==> config.mk <==
export PLATFORM = sky130hd
export DESIGN_NAME = seg_scan_scheduler_flat
export DESIGN_NICKNAME = d
export VERILOG_FILES = /design/src/rtl/seg_pkg.sv /design/src/rtl/seg_scan_scheduler_if.sv /design/src/rtl/seg_scan_prescaler.sv /design/src/rtl/seg_scan_scheduler.sv /design/src/flat_wrapper.sv
export SDC_FILE = /design/constraint.sdc
export NUM_CORES = 1
export LEC_CHECK = 0
export BUFFER_PORTS_ARGS = -buffer_cell sky130_fd_sc_hd__buf_2
export CAP_MARGIN = 10
export CORE_MARGIN = 4
export CORE_UTILIZATION = 50
export CTS_CLUSTER_DIAMETER = 30
export DETAILED_ROUTE_END_ITERATION = 16
export PLACE_DENSITY = 0.74
export SLEW_MARGIN = 20
export SYNTH_ARGS = -nofsm -noshare
export SYNTH_HDL_FRONTEND = slang
export SYNTH_SLANG_ARGS = --single-unit
==> constraint.sdc <==
create_clock -name clk -period 2.3 [get_ports clk]
set_input_delay 0.345 -clock clk [delete_from_list [all_inputs] [get_ports clk]]
set_output_delay 0.345 -clock clk [all_outputs]
set_load 0.03 [all_outputs]
==> src/rtl/seg_pkg.sv <==
// Shared definitions for the seven-segment display blocks: anode codes,
// source-select FSM encoding and digit-index type.
package seg_pkg;

    localparam logic [3:0] AN_OFF  = 4'b1111;
    localparam logic [3:0] AN_DIG0 = 4'b1110;
    localparam logic [3:0] AN_DIG1 = 4'b1101;
    localparam logic [3:0] AN_DIG2 = 4'b1011;
    localparam logic [3:0] AN_DIG3 = 4'b0111;

    typedef enum logic {
        PRIMARY = 1'b0,
        ALT     = 1'b1
    } src_state_t;

    typedef logic [1:0] dig_t;

    function automatic logic [3:0] an_onehot(input dig_t d);
        case (d)
            2'd0:    return AN_DIG0;
            2'd1:    return AN_DIG1;
            2'd2:    return AN_DIG2;
            default: return AN_DIG3;
        endcase
    endfunction

    // True when digit d and everything to its left are zero; digit 0 never blanks.
    function automatic logic lz_blank(input logic [15:0] v, input dig_t d);
        case (d)
            2'd1:    return (v[15:4] == 12'h000);
            2'd2:    return (v[15:8] == 8'h00);
            2'd3:    return (v[15:12] == 4'h0);
            default: return 1'b0;
        endcase
    endfunction

endpackage

==> src/rtl/seg_scan_scheduler_if.sv <==
// Display-side bundle: value inputs, alternate request handshake, and the
// anode/nibble outputs of the scan scheduler.
interface seg_scan_scheduler_if;
    logic [15:0] count;
    logic [15:0] alt_value;
    logic        alt_req;
    logic        alt_ack;
    logic [3:0]  AN;
    logic [3:0]  four;

    modport master (
        output count, alt_value, alt_req,
        input  alt_ack, AN, four
    );

    modport slave (
        input  count, alt_value, alt_req,
        output alt_ack, AN, four
    );
endinterface

==> src/rtl/seg_scan_prescaler.sv <==
// Digit-slot timebase: counts 0..SCAN_DIV-1 and flags the last count.
module seg_scan_prescaler #(
    parameter int SCAN_DIV = 50000
) (
    input  logic clk,
    input  logic reset,
    output logic tick
);
    localparam int W = $clog2(SCAN_DIV);
    localparam logic [W-1:0] LAST = W'(SCAN_DIV - 1);

    logic [W-1:0] pre;

    assign tick = (pre == LAST);

    // NOTE: sequential state uses <= so every register samples pre-edge values.
    always_ff @(posedge clk) begin
        if (reset) begin
            pre <= '0;
        end else if (tick) begin
            pre <= '0;
        end else begin
            pre <= pre + W'(1);
        end
    end
endmodule

==> src/rtl/seg_scan_scheduler.sv <==
// Four-digit scan controller with primary/alternate source arbitration.
// Optional leading-zero blanking is enabled by defining SEG_BLANK_LZ_EN.
module seg_scan_scheduler
    import seg_pkg::*;
#(
    parameter int SCAN_DIV    = 50000,
    parameter int HOLD_FRAMES = 250
) (
    input  logic                 clk,
    input  logic                 reset,
    seg_scan_scheduler_if.slave  bus
);
    logic        tick;
    logic        boundary;
    dig_t        dig_q, dig_next;
    src_state_t  state_q, state_d;
    logic [15:0] snap_q, snap_d;
    logic [15:0] hold_q, hold_d;
    logic        cooldown_q, cooldown_d;
    logic        ack_q, ack_d;
    logic [3:0]  an_q, an_d;
    logic [3:0]  four_q, four_d;

    seg_scan_prescaler #(.SCAN_DIV(SCAN_DIV)) u_prescaler (
        .clk   (clk),
        .reset (reset),
        .tick  (tick)
    );

    assign boundary = tick && (dig_q == 2'd3);
    assign dig_next = dig_q + 2'd1;

    // NOTE: every always_comb output gets a default first so no path infers a latch.
    always_comb begin
        state_d    = state_q;
        snap_d     = snap_q;
        hold_d     = hold_q;
        cooldown_d = cooldown_q;
        ack_d      = 1'b0;
        if (boundary) begin
            case (state_q)
                PRIMARY: begin
                    if (bus.alt_req && !cooldown_q) begin
                        snap_d  = bus.alt_value;
                        ack_d   = 1'b1;
                        hold_d  = 16'(HOLD_FRAMES - 1);
                        state_d = ALT;
                    end else begin
                        snap_d     = bus.count;
                        cooldown_d = 1'b0;
                    end
                end
                default: begin
                    if (hold_q == 16'd0) begin
                        snap_d     = bus.count;
                        cooldown_d = 1'b1;
                        state_d    = PRIMARY;
                    end else begin
                        hold_d = hold_q - 16'd1;
                    end
                end
            endcase
        end
    end

    // The nibble and blanking look at snap_d so a frame boundary shows the new value at once.
    always_comb begin
        four_d = snap_d[{dig_next, 2'b00} +: 4];
`ifdef SEG_BLANK_LZ_EN
        an_d = lz_blank(snap_d, dig_next) ? AN_OFF : an_onehot(dig_next);
`else
        an_d = an_onehot(dig_next);
`endif
    end

    always_ff @(posedge clk) begin
        if (reset) begin
            dig_q      <= 2'd3;
            state_q    <= PRIMARY;
            snap_q     <= '0;
            hold_q     <= '0;
            cooldown_q <= 1'b0;
            ack_q      <= 1'b0;
            an_q       <= AN_OFF;
            four_q     <= '0;
        end else begin
            state_q    <= state_d;
            snap_q     <= snap_d;
            hold_q     <= hold_d;
            cooldown_q <= cooldown_d;
            ack_q      <= ack_d;
            if (tick) begin
                dig_q  <= dig_next;
                an_q   <= an_d;
                four_q <= four_d;
            end
        end
    end

    assign bus.alt_ack = ack_q;
    assign bus.AN      = an_q;
    assign bus.four    = four_q;
endmodule

==> src/flat_wrapper.sv <==
// flat-port wrapper written by rule: the top's interface ports become plain ports
module seg_scan_scheduler_flat import seg_pkg::*;
#(
    parameter int SCAN_DIV    = 50000,
    parameter int HOLD_FRAMES = 250
)
  (clk, reset, bus_count, bus_alt_value, bus_alt_req, bus_alt_ack, bus_AN, bus_four);
  seg_scan_scheduler_if bus_i ();
  input  logic clk;
  input  logic reset;
  input wire logic [$bits(bus_i.count)-1:0] bus_count;
  input wire logic [$bits(bus_i.alt_value)-1:0] bus_alt_value;
  input wire logic [$bits(bus_i.alt_req)-1:0] bus_alt_req;
  output wire logic [$bits(bus_i.alt_ack)-1:0] bus_alt_ack;
  output wire logic [$bits(bus_i.AN)-1:0] bus_AN;
  output wire logic [$bits(bus_i.four)-1:0] bus_four;
  assign bus_i.count = bus_count;
  assign bus_i.alt_value = bus_alt_value;
  assign bus_i.alt_req = bus_alt_req;
  assign bus_alt_ack = bus_i.alt_ack;
  assign bus_AN = bus_i.AN;
  assign bus_four = bus_i.four;
  seg_scan_scheduler #(.SCAN_DIV(SCAN_DIV), .HOLD_FRAMES(HOLD_FRAMES)) u_core (.clk(clk), .reset(reset), .bus(bus_i));
endmodule
==> results of run 1 <==
what timing repair did:
item | in CTS | in global routing
pin swaps | 10 | 8
setup buffers | 1 | 2
setup endpoints to repair | 12 | 36
gates resized for setup | 11 | 24
cloned | 1 | 0
metal layers:
layer | track usage | vias up
li1 | - | 1558
met1 | 0.269 | 1515
met2 | 0.428 | 109
met3 | 0.0689 | 23
met4 | 0.121 | 0
met5 | 0 | -
cell type report:
cell class,count,area (um2)
timing repair buffer,97,648
fill,488,2020
clock inverter,6,62.6
inverter,10,37.5
sequential,61,1230
multi-input combinational,294,2080
clock buffer,10,138
tap,77,96.3
power breakdown:
| part | internal [mW] | total (mW) | switching (mW) |
|---|---|---|---|
| Sequential | 1.06 | 1.06 | 0.00368 |
| Combinational | 0.0604 | 0.127 | 0.0667 |
| Clock | 0.525 | 0.972 | 0.446 |
| Total | 1.65 | 2.16 | 0.517 |
worst min-delay path by stage:
stage / startpoint / endpoint / slack [ns] / cells after the start
finish: reset / u_core.dig_q[0]$_SDFFE_PP1N_ / 0.43 / 3
global route: reset / u_core.dig_q[0]$_SDFFE_PP1N_ / 0.47 / 3
CTS: reset / u_core.dig_q[0]$_SDFFE_PP1N_ / 0.43 / 3
detailed placement: u_core.u_prescaler.pre[0]$_SDFF_PP0_ / u_core.u_prescaler.pre[0]$_SDFF_PP0_ / 0.44 / 1
global placement: u_core.u_prescaler.pre[0]$_SDFF_PP0_ / u_core.u_prescaler.pre[0]$_SDFF_PP0_ / 0.43 / 1
floorplan: u_core.u_prescaler.pre[0]$_SDFF_PP0_ / u_core.u_prescaler.pre[0]$_SDFF_PP0_ / 0.41 / 1
cells by family after synthesis:
logic type,Yosys count,synth area share
adder cells (fa/ha/maj),7,0.0271
AO/OA/AOI/OAI,70,0.155
buffers and inverters,27,0.0364
XOR/XNOR,24,0.0651
multiplexers,20,0.0651
flip-flops,61,0.378
AND/OR/NAND/NOR,172,0.273
state kept, by name, indices dropped and copies added (netlist names):
name / cells
u_core.bus.AN: 4
u_core.bus.alt_ack: 1
u_core.bus.four: 4
u_core.cooldown_q: 1
u_core.dig_q: 2
u_core.hold_q: 16
u_core.snap_q: 16
u_core.state_q: 1
u_core.u_prescaler.pre: 16
cell usage after synthesis, drive strengths merged (3+ instances only):
cell,count
dfxtp,61
nor2,56
nand2,40
a21oi,21
xnor2,17
clkbuf,14
mux2i,12
nor4,12
and2,10
and3,10
inv,10
mux2,8
o22ai,8
ha,7
nand3,7
nor3,7
o21ai,7
xor2,7
a211oi,6
a32o,6
a311oi,5
nand4,5
o211ai,4
or2,4
or3,4
or4,4
buf,3
nand2b,3
worst register-to-register path: stages, from the launching register on:
cell and delay, ns:
dfxtp_1 0.31, or4bb_4 0.54, or4_4 0.58, a211oi_4 0.25, mux2_4 0.36, o221ai_4 0.19
o31ai_2 0.08
through the flow:
step	setup WS, ns	util
2_1_floorplan	-0.0881	-
3_3_place_gp	-0.0922	0.615
3_5_place_dp	-0.157	0.615
4_1_cts	-0.131	0.658
5_1_grt	-0.181	0.680
6_report	-0.123	0.680
==> results.md, run 1 <==
* Status: complete, but fails checks
* Failing checks: setup timing
* Commonest non-fill, non-tap cells in the layout: dfxtp_1 (57), nor2_1 (55), buf_4 (49)
* Synth async-reset ratio at 0
* Grt ovf at 0
* Routed met3 length at 496 um
* Core area at 0.00631 mm2
* Crit path largest cell delay at 0.58 ns
* Design Area, Final at 0.00429 mm2
* GPL Wtd Cong at 0.890
* Startpoint types: flop
* Cells after Synth at 381
* Most used flip-flop cell after synthesis: dfxtp_1
* Area Overhead vs Synth at 32.8%
* Post-Syn Nets at 423
* Setup_tns at -0.444 ns
* First-pass GRT wire length at 14800 um
* Worst-path cell chain: or4bb_4, or4_4, a211oi_4, mux2_4, o221ai_4, o31ai_2
* Yosys top cell by area: dfxtp_1
* Routed vias/inst at 5.77
* I/O pins at 44
* CP delay by family, top: simple AND/OR/NAND/NOR gates
* Worst EP required at 2.53 ns
* PnR worst setup slack at -0.123 ns
* Worst endpoint data arrival time at 2.65 ns
* Routed len/inst at 16.5 um
* CP Capture Type: flop
* Yosys Warn Count at 0
* Root Buffer: clkbuf_8
* Die Height at 88.4 um
* Initial antenna violation count at 0
* CP Launch Point: u_core.u_prescaler.pre[13]$_SDFF_PP0_
* Detailed Route Iter0 Violations at 127
* Buffers on Ports at 43
* Register bit total from synthesis at 61
* Worst r2r src: u_core.u_prescaler.pre[13]$_SDFF_PP0_
* Die X at 88.4 um
* Sequential-to-total area share from yosys stat at 0.378
* Setup-failing EPs final at 5
* Minimum clock period at 2.42 ns
* Share of cells above drive strength 1 at 0.343
* Final Hold Fails at 0
* Worst Setup EP: u_core.bus.four[3]$_SDFFE_PP0N_
* Num rows at 29
* Slowest CP cell: or4_4
* Hold_buf cts at 0
* Synth cell types at 51
* Clk_skew at 0.0106 ns
* Clk pin slew, worst setup/hold paths at 0.07 ns
* Mapped cell area at 0.00323 mm2
* Slew HR at 0.679
* Critical path class: flop to flop
* TritonCTS Buffers at 9
* TritonCTS clock tree: built
* DP HPWL at 6190 um
* Hold Crit Class: input pin to flop
* Worst r2r dst: u_core.bus.four[3]$_SDFFE_PP0N_
* PwrDens at 504 mW/mm2
* Global Route Usage Sum at 0.244
* Fmax achieved at 413 MHz
* Cell Area, Placed at 0.00388 mm2
* ANT cells at 0
* Worst Reg-to-Reg Cells at 6
* Lkg Pwr at 1.79 nW
* Post-route DRC at 0
* Final Max Tran Viols at 0
* Number of routed nets with antenna violations at 0
* Maximum vdd ir drop at 299 uV
* Initial Util at 0.512
* Worst Tran Pin Value at 0.482 ns
* First drt pass iteration count at 5
* CTS max path bufs at 2
* Crit Path Max Fanout at 3
* Routed length on met2 at 4590 um
* Flop-to-flop setup slack at -0.12 ns
* Design Power at 2.16 mW
* Finished Layout Cells at 555
* Vias at 3205
* Synthesized area per cell at 8.48 um2
* Top post-synthesis cells by area: dfxtp_1 (38%), nor2_1 (6.4%), nand2_1 (4.6%)
* M1 WL at 3840 um
* Inst Count DP at 535
* Final Cycle Share at 1.05
* Largest net degree at the start of global routing at 40
* Fin nets at 515
* CTS sink count at 61
* DIE AREA at 0.00781 mm2
* Synth top area share at 0.378
* Vias in the first global route at 3232
* RSZ-0062 raised after global routing: true
* Clock Latency Late Sink at 0.34 ns
* Post-Route WL at 9160 um
* H-tree levels at 3
* EDFF count, synth at 0
* Worst path depth at 6
* Uppermost layer routed: met4
* WP buf/inv at 0
* MaxCap Viol Count at 0
* Worst hold slack at 0.430 ns
* Most common cell after layout, fill and taps aside: dfxtp_1
(Power assumes the default switching activity.)
==> run 2, diff against run 1 <==
--- a/config.mk
+++ b/config.mk
@@ -5,13 +5,13 @@
 export SDC_FILE = /design/constraint.sdc
 export NUM_CORES = 1
 export LEC_CHECK = 0
-export BUFFER_PORTS_ARGS = -buffer_cell sky130_fd_sc_hd__buf_2
 export CAP_MARGIN = 10
 export CORE_MARGIN = 4
 export CORE_UTILIZATION = 50
 export CTS_CLUSTER_DIAMETER = 30
 export DETAILED_ROUTE_END_ITERATION = 16
-export PLACE_DENSITY = 0.74
+export DONT_BUFFER_PORTS = 1
+export PLACE_DENSITY = 0.68
 export SLEW_MARGIN = 20
 export SYNTH_ARGS = -nofsm -noshare
 export SYNTH_HDL_FRONTEND = slang
==> run 2 against run 1 <==
The run still ends with setup timing left. Setup slack better by 0.015 ns. Sequential cell count is the same. Critical path depth unchanged. Routed wire length is 11% lower. Power decreased by 11%. Critical endpoint is now u_core.bus.four[1]$_SDFFE_PP0N_.
==> results.md, run 2 (synthesized netlist as in run 1, its figures left out) <==
* MaxCap Viol Count at 0
* Top flop regs: u_core.hold_q x16, u_core.snap_q x16, u_core.u_prescaler.pre x16
* Vias in the first global route at 2684
* Worst r2r dst: u_core.bus.four[1]$_SDFFE_PP0N_
* Worst Reg-to-Reg Cells at 6
* Worst Tran Pin Value at 0.405 ns
* Final Cycle Share at 1.05
* Worst EP required at 2.53 ns
* Die Height at 88.4 um
* Share of cells above drive strength 1 at 0.288
* Worst r2r src: u_core.u_prescaler.pre[5]$_SDFF_PP0_
* Lkg Pwr at 1.59 nW
* WHS Path Cells at 1
* TritonCTS Buffers at 9
* Num rows at 29
* Status: complete, but fails checks
* RSZ-0062 raised after global routing: true
* Commonest non-fill, non-tap cells in the layout: dfxtp_1 (57), nor2_1 (54), buf_4 (47)
* DIE AREA at 0.00781 mm2
* Critical path class: flop to flop
* First drt pass iteration count at 4
* Worst hold endpoint: u_core.hold_q[6]$_SDFFE_PP0P_
* Flop-to-flop setup slack at -0.11 ns
* Grt ovf at 0
* Failing checks: setup timing
* WP buf/inv at 0
* Minimum clock period at 2.41 ns
* Global Route Usage Sum at 0.212
* DP HPWL at 5670 um
* GPL Wtd Cong at 0.862
* CP delay by family, top: simple AND/OR/NAND/NOR gates
* Maximum vdd ir drop at 366 uV
* Post-route DRC at 0
* Worst endpoint data arrival time at 2.64 ns
* Post-route core utilization at 0.640
* Area of the multi-input gates at 0.00212 mm2
* Clk_skew at 0.0117 ns
* Design Power at 1.92 mW
* Worst-path cell chain: or4b_4, or4_4, a211oi_4, mux2_4, o221ai_2, o31ai_1
* Crit Path Max Fanout at 5
* Startpoint types: flop
* Core area at 0.00631 mm2
* Final Max Tran Viols at 0
* Routed vias/inst at 5.72
* Most common cell after layout, fill and taps aside: dfxtp_1
* Initial antenna violation count at 1
* Register area at 0.00123 mm2
* Buffers on Ports at 0
* Hold Crit Class: input pin to flop
* Worst hold start: reset
* PnR worst setup slack at -0.107 ns
* CTS sink count at 61
* Area Overhead vs Synth at 25.1%
* I/O pins at 44
* Detailed Route Iter0 Violations at 141
* Fillers at 543
* Design Area, Final at 0.00404 mm2
* H-tree levels at 3
* Slew HR at 0.730
* TritonCTS clock tree: built
* ANT cells at 0
* Root Buffer: clkbuf_8
* Post-Route WL at 8120 um
* Initial Util at 0.512
* CP Capture Type: flop
* Die X at 88.4 um
* First-pass GRT wire length at 12800 um
* Cell Area, Placed at 0.00364 mm2
* Largest net degree at the start of global routing at 40
* Number of routed nets with antenna violations at 0
* PwrDens at 476 mW/mm2
* Fmax achieved at 415 MHz
* Final Hold Fails at 0
* Clk pin slew, worst setup/hold paths at 0.07 ns
* Inst Count DP at 488
* Clock Latency Late Sink at 0.34 ns
* Routed len/inst at 16.0 um
* Setup_tns at -0.555 ns
* Vias at 2906
* Setup-failing EPs final at 10
* Slowest CP cell: or4_4
* Fin nets at 470
* Finished Layout Cells at 508
* CTS max path bufs at 2
* Crit path largest cell delay at 0.58 ns
## run 2: final cells by class
cell class / count / area share
clock buffer: 11 / 0.0325
clock inverter: 3 / 0.00372
inverter: 10 / 0.00929
multi-input combinational: 294 / 0.524
sequential: 61 / 0.304
tap: 77 / 0.0238
timing repair buffer: 52 / 0.103
## run 2: worst max-delay path by stage
stage,start,endpoint,cells past startpoint
detailed placement,u_core.u_prescaler.pre[4]$_SDFF_PP0_,u_core.bus.four[1]$_SDFFE_PP0N_,6
global placement,u_core.u_prescaler.pre[4]$_SDFF_PP0_,u_core.bus.four[1]$_SDFFE_PP0N_,6
global route,u_core.u_prescaler.pre[12]$_SDFF_PP0_,u_core.bus.four[2]$_SDFFE_PP0N_,6
finish,u_core.u_prescaler.pre[5]$_SDFF_PP0_,u_core.bus.four[1]$_SDFFE_PP0N_,6
floorplan,u_core.u_prescaler.pre[12]$_SDFF_PP0_,u_core.bus.four[2]$_SDFFE_PP0N_,8
CTS,u_core.u_prescaler.pre[12]$_SDFF_PP0_,u_core.bus.four[1]$_SDFFE_PP0N_,6
## run 2: worst register-to-register path, stage by stage, from the launching register on
cell	delay [ns]
dfxtp_2	0.32
or4b_4	0.56
or4_4	0.58
a211oi_4	0.24
mux2_4	0.34
o221ai_2	0.16
o31ai_1	0.09
## run 2: repair_timing
item | 4_1_cts | 5_1_grt
setup endpoints to repair | 12 | 39
pin swaps | 13 | 17
gates cloned | 1 | 0
hold buffers | 0 | 0
buffers inserted | 2 | 3
gates resized for setup | 12 | 33
## run 2: per-stage QoR
step | setup slack (ns) | hold slack [ns]
CTS | -0.119 | 0.0581
finish | -0.107 | 0.0637
global placement | -0.0969 | 0.418
global route | -0.173 | 0.0559
floorplan | -0.0881 | 0.413
detailed placement | -0.143 | 0.423
## run 2: power breakdown
group | internal, mW | switching [mW]
registers | 1.06 | 0.00363
logic | 0.0384 | 0.0498
clock network | 0.373 | 0.397
total | 1.47 | 0.450
## run 2: per-layer routing
layer | global-route usage | wire, um
met2 | 0.321 | 3720
met3 | 0.0438 | 468
met1 | 0.295 | 3760
met4 | 0.0865 | 161
met5 | 0 | 13
